File: config.mk
export PLATFORM = sky130hd
export DESIGN_NAME = vec_sequencer
export DESIGN_NICKNAME = d
export VERILOG_FILES = /design/src/rtl/vec_seq_pkg.sv /design/src/rtl/vec_fifo.sv /design/src/rtl/vec_sequencer.sv
export SDC_FILE = /design/constraint.sdc
export NUM_CORES = 2
export LEC_CHECK = 0
export CAP_MARGIN = 15
export CORE_ASPECT_RATIO = 1.1
export CORE_MARGIN = 2
export CORE_UTILIZATION = 24
export DETAILED_ROUTE_END_ITERATION = 8
export GPL_TIMING_DRIVEN = 0
export SETUP_SLACK_MARGIN = 0.3
export SLEW_MARGIN = 15
export SYNTH_ARGS = -nofsm -noshare
export SYNTH_HDL_FRONTEND = slang
export SYNTH_HIERARCHICAL = 1
export SYNTH_SLANG_ARGS = --single-unit
File: constraint.sdc
create_clock -name clk -period 32.6 [get_ports clk]
set_input_delay 6.52 -clock clk [delete_from_list [all_inputs] [get_ports clk]]
set_output_delay 6.52 -clock clk [all_outputs]
set_load 0.01 [all_outputs]
File: src/rtl/vec_seq_pkg.sv
// Shared state encoding, MISR constants and default widths for the vector sequencer.
package vec_seq_pkg;

  typedef enum logic [1:0] {
    ST_IDLE  = 2'd0,
    ST_RUN   = 2'd1,
    ST_DRAIN = 2'd2,
    ST_DONE  = 2'd3
  } seq_state_e;

  localparam logic [31:0] MISR_POLY = 32'h04C1_1DB7;
  localparam logic [31:0] MISR_SEED = 32'hFFFF_FFFF;

  localparam int DEF_VEC_W = 256;
  localparam int DEF_Y_W   = 350;
  localparam int DEF_DEPTH = 8;
  localparam int DEF_LAT   = 1;

  // Wide enough to count the longest drain (LAT up to 4).
  localparam int DRAIN_CNT_W = 3;

  function automatic logic [31:0] misr_step(input logic [31:0] sig_cur,
                                            input logic [31:0] fold_in);
    return {sig_cur[30:0], 1'b0} ^ (sig_cur[31] ? MISR_POLY : 32'h0) ^ fold_in;
  endfunction

endpackage

File: src/rtl/vec_fifo.sv
// Vector FIFO: DEPTH entries of W bits, show-ahead head, synchronous flush.
module vec_fifo
  import vec_seq_pkg::*;
#(
  parameter int W     = DEF_VEC_W,
  parameter int DEPTH = DEF_DEPTH
) (
  input  logic         clk,
  input  logic         rst_n,
  input  logic         flush,
  input  logic         push,
  input  logic [W-1:0] push_data,
  input  logic         pop,
  output logic [W-1:0] head,
  output logic         full,
  output logic         empty
);

  localparam int AW = $clog2(DEPTH);

  logic [W-1:0]  mem_q [DEPTH];
  logic [AW-1:0] wr_ptr_q;
  logic [AW-1:0] rd_ptr_q;
  logic [AW:0]   count_q;
  logic          do_push;
  logic          do_pop;

  assign full    = (count_q == (AW+1)'(DEPTH));
  assign empty   = (count_q == '0);
  assign do_push = push && !full && !flush;
  assign do_pop  = pop && !empty && !flush;
  assign head    = mem_q[rd_ptr_q];

  always_ff @(posedge clk) begin
    if (do_push) begin
      mem_q[wr_ptr_q] <= push_data;
    end
  end

  // Pointers wrap naturally because DEPTH is a power of two.
  always_ff @(posedge clk) begin
    if (!rst_n || flush) begin
      wr_ptr_q <= '0;
      rd_ptr_q <= '0;
      count_q  <= '0;
    end else begin
      if (do_push) begin
        wr_ptr_q <= wr_ptr_q + 1'b1;
      end
      if (do_pop) begin
        rd_ptr_q <= rd_ptr_q + 1'b1;
      end
      case ({do_push, do_pop})
        2'b10:   count_q <= count_q + 1'b1;
        2'b01:   count_q <= count_q - 1'b1;
        default: count_q <= count_q;
      endcase
    end
  end

endmodule

File: src/rtl/vec_sequencer.sv
// Plays queued vectors into a DUT one per cycle and compacts the DUT response
// into a 32-bit MISR signature.
module vec_sequencer
  import vec_seq_pkg::*;
#(
  parameter int VEC_W = DEF_VEC_W,
  parameter int Y_W   = DEF_Y_W,
  parameter int DEPTH = DEF_DEPTH,
  parameter int LAT   = DEF_LAT
) (
  input  logic             clk,
  input  logic             rst_n,
  input  logic             ld_valid,
  output logic             ld_ready,
  input  logic [VEC_W-1:0] ld_data,
  input  logic             start,
  input  logic             abort,
  output logic             busy,
  output logic             done,
  output logic [VEC_W-1:0] dut_in,
  input  logic [Y_W-1:0]   dut_y,
  output logic [31:0]      sig,
  output logic [15:0]      vec_cnt
);

  localparam int NSLICE = (Y_W + 31) / 32;

  seq_state_e              state_q;
  seq_state_e              state_d;
  logic [DRAIN_CNT_W-1:0]  drain_cnt_q;
  logic                    fifo_full;
  logic                    fifo_empty;
  logic [VEC_W-1:0]        fifo_head;
  logic                    push;
  logic                    pop;
  logic                    abort_act;
  logic                    run_go;
  logic                    capture;
  logic [VEC_W-1:0]        dut_in_q;
  logic [LAT-1:0]          vld_q;
  logic [LAT-1:0]          vld_d;
  logic [31:0]             sig_q;
  logic [15:0]             vec_cnt_q;
  logic [NSLICE*32-1:0]    y_pad;
  logic [31:0]             fold_acc [NSLICE+1];
  logic [31:0]             fold;

  // Abort only matters while playing; it also blocks a same-cycle load.
  assign abort_act = abort && ((state_q == ST_RUN) || (state_q == ST_DRAIN));
  assign ld_ready  = !fifo_full && !abort_act;
  assign push      = ld_valid && ld_ready;
  assign pop       = (state_q == ST_RUN) && !fifo_empty && !abort_act;
  assign run_go    = (state_q == ST_IDLE) && start && !fifo_empty;

  vec_fifo #(
    .W     (VEC_W),
    .DEPTH (DEPTH)
  ) u_fifo (
    .clk       (clk),
    .rst_n     (rst_n),
    .flush     (abort_act),
    .push      (push),
    .push_data (ld_data),
    .pop       (pop),
    .head      (fifo_head),
    .full      (fifo_full),
    .empty     (fifo_empty)
  );

  always_ff @(posedge clk) begin
    if (!rst_n) begin
      state_q <= ST_IDLE;
    end else begin
      state_q <= state_d;
    end
  end

  always_comb begin
    state_d = state_q;
    case (state_q)
      ST_IDLE: begin
        if (run_go) state_d = ST_RUN;
      end
      ST_RUN: begin
        if (abort_act)       state_d = ST_DONE;
        else if (fifo_empty) state_d = ST_DRAIN;
      end
      ST_DRAIN: begin
        if (abort_act)                                     state_d = ST_DONE;
        else if (drain_cnt_q == DRAIN_CNT_W'(LAT - 1))     state_d = ST_DONE;
      end
      ST_DONE:  state_d = ST_IDLE;
      default:  state_d = ST_IDLE;
    endcase
  end

  always_comb begin
    busy = 1'b0;
    done = 1'b0;
    case (state_q)
      ST_RUN, ST_DRAIN: busy = 1'b1;
      ST_DONE:          done = 1'b1;
      default:          ;
    endcase
  end

  always_ff @(posedge clk) begin
    if (!rst_n || (state_q != ST_DRAIN)) begin
      drain_cnt_q <= '0;
    end else begin
      drain_cnt_q <= drain_cnt_q + 1'b1;
    end
  end

  // Valid bit travels alongside each driven vector until its response is due.
  genvar gi;
  assign vld_d[0] = pop;
  generate
    for (gi = 1; gi < LAT; gi++) begin : g_vld
      assign vld_d[gi] = vld_q[gi-1];
    end
  endgenerate

  assign capture = vld_q[LAT-1] && !abort_act;

  always_comb begin
    y_pad          = '0;
    y_pad[Y_W-1:0] = dut_y;
  end

  assign fold_acc[0] = 32'h0;
  generate
    for (gi = 0; gi < NSLICE; gi++) begin : g_fold
      assign fold_acc[gi+1] = fold_acc[gi] ^ y_pad[gi*32 +: 32];
    end
  endgenerate
  assign fold = fold_acc[NSLICE];

  always_ff @(posedge clk) begin
    if (!rst_n) begin
      dut_in_q  <= '0;
      vld_q     <= '0;
      sig_q     <= '0;
      vec_cnt_q <= '0;
    end else begin
      dut_in_q <= pop ? fifo_head : '0;
      vld_q    <= abort_act ? '0 : vld_d;
      if (run_go) begin
        sig_q     <= MISR_SEED;
        vec_cnt_q <= '0;
      end else begin
        if (capture) begin
          sig_q <= misr_step(sig_q, fold);
        end
        if (pop && (vec_cnt_q != 16'hFFFF)) begin
          vec_cnt_q <= vec_cnt_q + 16'd1;
        end
      end
    end
  end

  assign dut_in  = dut_in_q;
  assign sig     = sig_q;
  assign vec_cnt = vec_cnt_q;

endmodule

==> results.txt <==
* Initial antenna violation count: 141
* Half-perimeter wire length after placement: roughly 220 mm
* Setup slack, reg-to-reg: approximately 27 ns
- The worst register-to-register path ends at u_fifo/mem_q[0][124].
* Core ar.: between 300000 and 400000 sq um
- Count of different cell masters after synthesis: 47
- For this run, the leading register cell type out of synthesis is sky130_fd_sc_hd__edfxtp_1.
* Final Cell Area: roughly 120000 sq um
- The startpoint identified for the worst hold timing path is drain_cnt_q[0].
- The clock passes through at most 4 buffers.
- For the final database, setup skew stands at 0.0905 ns.
- Arithmetic-cell share of the synthesized area counting full adders, half adders and majority gates: less than 1%
- At the pin with the least slew margin, the transition time is ~1.2 ns.
* Source of the worst register-to-register timing path: state_q[0]
- Library cell used as clock root buffer: sky130_fd_sc_hd__clkbuf_16
* Via/cell ratio: about 4.2
- The detailed router placed about 45000 vias in this run.
- The slowest stage of the critical path is the sky130_fd_sc_hd__clkdlybuf4s50_1 cell.
- Total global routing overflow: 0
* Most common cell type on the critical path: sky130_fd_sc_hd__clkdlybuf4s50_1
- Vert. Die Dim: around 650 um
* Flip-flop and latch count after synthesis: ~2400
- RSZ-0062 raised after global routing: no
- Main combinational cell family by area after synthesis: multiplexers
* Highest clock frequency the design can meet: 0.0678 GHz
- TritonCTS Buffers: around 240
- Worst setup endpoint: ld_ready
- For the worst setup path, the data required time is roughly 26 ns.
* Fraction of the yosys area taken by sequential cells: between 70% and 80%
- Measured along the x axis, the die boundary spans slightly below 600 um.
- Post-Synthesis Net Count: just under 5000
* Power density over cell area: roughly 66 nW/um^2
- Clock-pin slew was measured on the worst setup and hold paths at 0.06 ns.
- The clock net in this run drives a total of 2371 sinks.
- Global routing used between 10% and 20% of the available tracks.
* Count of mapped cells out of synthesis: roughly 4200
- The critical path starts at abort.
- Setup Crit Path Kind: input port to output port
* Yosys top cell area share: between 60% and 70%
* Class of the most critical hold timing path: flip-flop to flip-flop
- Of the available clock period, the critical path in the final layout requires roughly 45%.
- In the synthesized netlist, mux cells make up approximately 16% of the area.
- Of all flip-flops after synthesis, the portion carrying an async set or reset was 0%.
- Synth area leader: sky130_fd_sc_hd__edfxtp_1
- The analysis attributes to cell leakage a power of around 36 nW.
* Critical path data arrival time: 8.23 ns
* Final Max Slew Viols: 0
- Tightest slew margin relative to the limit: between 20% and 30%
- For this run, the detailed router's first-pass iteration total came to 8.
- During synthesis, Yosys emitted a total of 6 warnings.
- During I/O placement, the number of pins put on the boundary was roughly 920.
* Total Neg Setup Slack: 0 ns
- The worst setup path is captured at an output port.
- Mapped cell area: ~90000 sq um
- After synthesis, the cell types taking the most area are sky130_fd_sc_hd__edfxtp_1 69%, sky130_fd_sc_hd__mux4_2 13%, sky130_fd_sc_hd__dfxtp_1 7.2%.
* Pin count of the biggest net entering global routing: 22
- A synthesized cell averages about 21 sq um.
- The clock tree synthesis step divided the H-tree into 4 levels.
* Proportion of layout cells with a drive suffix above 1: about 25%
- In this run, post-CTS hold repair placed 0 buffers.
- After filler insertion, the fill cell instance count of the layout stands at 35800.
* Post-synth EDFFs: between 2000 and 2500
* Final hold violations: 0
- The tool flagged a number of max-cap violations equal to 0.
* Remaining number of nets flagged by the antenna check after routing: 0
- Summing the areas of all and, or, nand and nor instances in the mapped netlist gives under 10% of the synthesized area.
- Setup violations remaining at the end of the flow were counted as 0.
- The initial utilization of the core area, before any placement, comes to between 20% and 30%.
- After Yosys synthesis, XOR and XNOR cells account for between 3 and 4% of the synthesized area.
- Startpoint type of the worst setup path: input port
- The number of global-route vias before repair is approximately 47000.
- Relative to the synthesized area, the layout overhead comes to 29.8%.
- CP max FO: 8
* Delay of the slowest cell on the worst path: around 0.61 ns
- Complex-gate fraction of the synthesized area: less than 1%
- Placer Congestion: around 0.93
- CTS tree: yes
- Crit-path cells: clkdlybuf4s50_1 > nand2_2 > inv_1 > nor2_1 > clkdlybuf4s50_1
- Clock latency of the later-clocked register in the worst-skew pair: 0.96 ns
* Status: finished clean
- Worst voltage drop across the vdd grid: slightly below 70 uV
- Counting I/O delays and the setup requirement, the final critical path takes about 15 ns.
* First DRT Iteration DRCs: 3200
- Dividing the detail-routed wire length by the instance count gives 27.4 um.
- Depth of the most critical reg-to-reg path: 22
* Min-Delay Path Depth: 1
- Final wirelength: just under 300 mm
- Placed Area: 108000 sq um
- Net count of the finished layout: 6154
- Post-CTS setup buffers: 0
* Row cnt: 235
- The die covers 379000 sq um.
- First-pass GRT wire length: ~400 mm
- In the routed design, unresolved DRC markers number 0.
- Port buffering added slightly above 900 buffers.
- Resized cells post-CTS: 0
-- Yosys cell counts, drive strengths merged, types with 2 or more instances --
| master | count |
|---|---|
| a21oi | 43 |
| and2 | 257 |
| and3 | 3 |
| buf | 105 |
| clkbuf | 84 |
| dfxtp | 323 |
| edfxtp | 2048 |
| ha | 13 |
| inv | 14 |
| mux2 | 256 |
| mux2i | 4 |
| mux4 | 512 |
| nand2 | 15 |
| nand2b | 5 |
| nand3 | 11 |
| nand3b | 4 |
| nand4 | 3 |
| nor2 | 34 |
| nor3 | 7 |
| nor4 | 6 |
| o21ai | 40 |
| o31ai | 2 |
| o41ai | 2 |
| or3 | 7 |
| or4b | 2 |
| xnor2 | 358 |
| xor2 | 21 |
-- through the flow --
stage / util (%) / worst slack, ns / hold slack (ns) / total power (W) / instances
CTS: 31.3 / 17.80 / 0.452 / 0.00776 / 10700
detailed placement: 29.1 / 17.81 / 0.444 / 0.00494 / 10300
finish: 31.3 / 17.85 / 0.450 / 0.00764 / 10800
global placement: 28.2 / -15.69 / 0.451 / 0.00512 / 10100
floorplan: - / 6.59 / 0.417 / 0.00442 / 4189
global route: 31.3 / 17.79 / 0.521 / 0.00792 / 10700
-- flip-flops by register name (all words and copies together), names as in the netlist, named ones only --
| name | count |
|---|---|
| state_q | 2 |
| vld_q | 1 |
| u_fifo/mem_q | 2048 |
| u_fifo/rd_ptr_q | 3 |
| vec_cnt | 16 |
| dut_in | 256 |
| drain_cnt_q | 3 |
| u_fifo/count_q | 4 |
| sig | 32 |
| u_fifo/wr_ptr_q | 3 |
-- power breakdown --
part | internal (W) | total, W | switching, W
sequential | 0.00358 | 0.00366 | 0.0000862
clock | 0.00162 | 0.00280 | 0.00118
combinational | 0.000568 | 0.00117 | 0.000606
total | 0.00577 | 0.00764 | 0.00187
-- cell type report --
class / count / area, sq um / area share [%]
multi-input combinational: 1615 / 20700 / 17.8
clock buffer: 327 / 6770 / 5.81
sequential: 2371 / 68000 / 58.3
antenna: 36 / 90.1 / 0.0773
inverter: 14 / 52.6 / 0.0451
clock inverter: 122 / 1330 / 1.14
tap: 4977 / 6230 / 5.35
timing repair buffer: 1102 / 12200 / 10.5
buffer: 189 / 1150 / 0.984
-- per-layer routing --
| layer | track usage, % | routed length (um) | vias up | part of all wire (%) |
|---|---|---|---|---|
| met5 | 0 | 460 | - | 0.16 |
| met4 | 4.33 | 8340 | 70 | 2.8 |
| met3 | 3.72 | 18000 | 490 | 6.1 |
| met2 | 28.1 | 157000 | 1496 | 53 |
| met1 | 17.1 | 111000 | 23800 | 38 |
| li1 | - | - | 19500 | - |
-- worst max-delay path, delay by kind of cell --
| family | cells | cell delay, ns |
|---|---|---|
| buffers and inverters | 3 | 1.22 |
| and+or+nand+nor | 2 | 0.48 |
-- cell usage in the layout (no fill, tap or decap), types with 17 or more instances in the layout --
cell type                         synthesis  routed
sky130_fd_sc_hd__edfxtp_1              2048    2048
sky130_fd_sc_hd__mux2_2                 256     256
sky130_fd_sc_hd__buf_2                   19      19
sky130_fd_sc_hd__clkinv_2                 0      44
sky130_fd_sc_hd__diode_2                  0      36
sky130_fd_sc_hd__and2_1                 257     257
sky130_fd_sc_hd__nor2_1                  34      27
sky130_fd_sc_hd__buf_12                   0      59
sky130_fd_sc_hd__o21ai_0                 39      39
sky130_fd_sc_hd__buf_4                    0      55
sky130_fd_sc_hd__clkdlybuf4s50_1          0     917
sky130_fd_sc_hd__clkinv_1                 0      17
sky130_fd_sc_hd__xnor2_1                358     353
sky130_fd_sc_hd__clkbuf_8                 0      31
sky130_fd_sc_hd__buf_1                   32      32
sky130_fd_sc_hd__clkbuf_1                83     128
sky130_fd_sc_hd__bufinv_16                0      20
sky130_fd_sc_hd__dfxtp_1                323     323
sky130_fd_sc_hd__mux4_2                 512     512
sky130_fd_sc_hd__xor2_1                  21      21
sky130_fd_sc_hd__buf_16                   0      39
sky130_fd_sc_hd__clkbuf_16                0     246
sky130_fd_sc_hd__a21oi_1                 43      43
sky130_fd_sc_hd__buf_6                   54      84
-- cells by family (layout without fill, tap and decap cells) --
family | count (synthesis) | after routing
simple gates | 360 | 360
compound gates | 91 | 91
xor+xnor | 379 | 379
buf+inv | 203 | 1754
mux | 772 | 772
fa+ha+maj | 13 | 13
flops | 2371 | 2371
other cells | 0 | 36
-- worst min path at each step --
| stage | to | slack [ns] |
|---|---|---|
| floorplan | drain_cnt_q[0] | 0.42 |
| global route | drain_cnt_q[0] | 0.52 |
| detailed placement | drain_cnt_q[0] | 0.44 |
| global placement | drain_cnt_q[0] | 0.45 |
| CTS | drain_cnt_q[0] | 0.45 |
| finish | drain_cnt_q[0] | 0.45 |
Note: power is estimated with default switching activity, not from simulation.
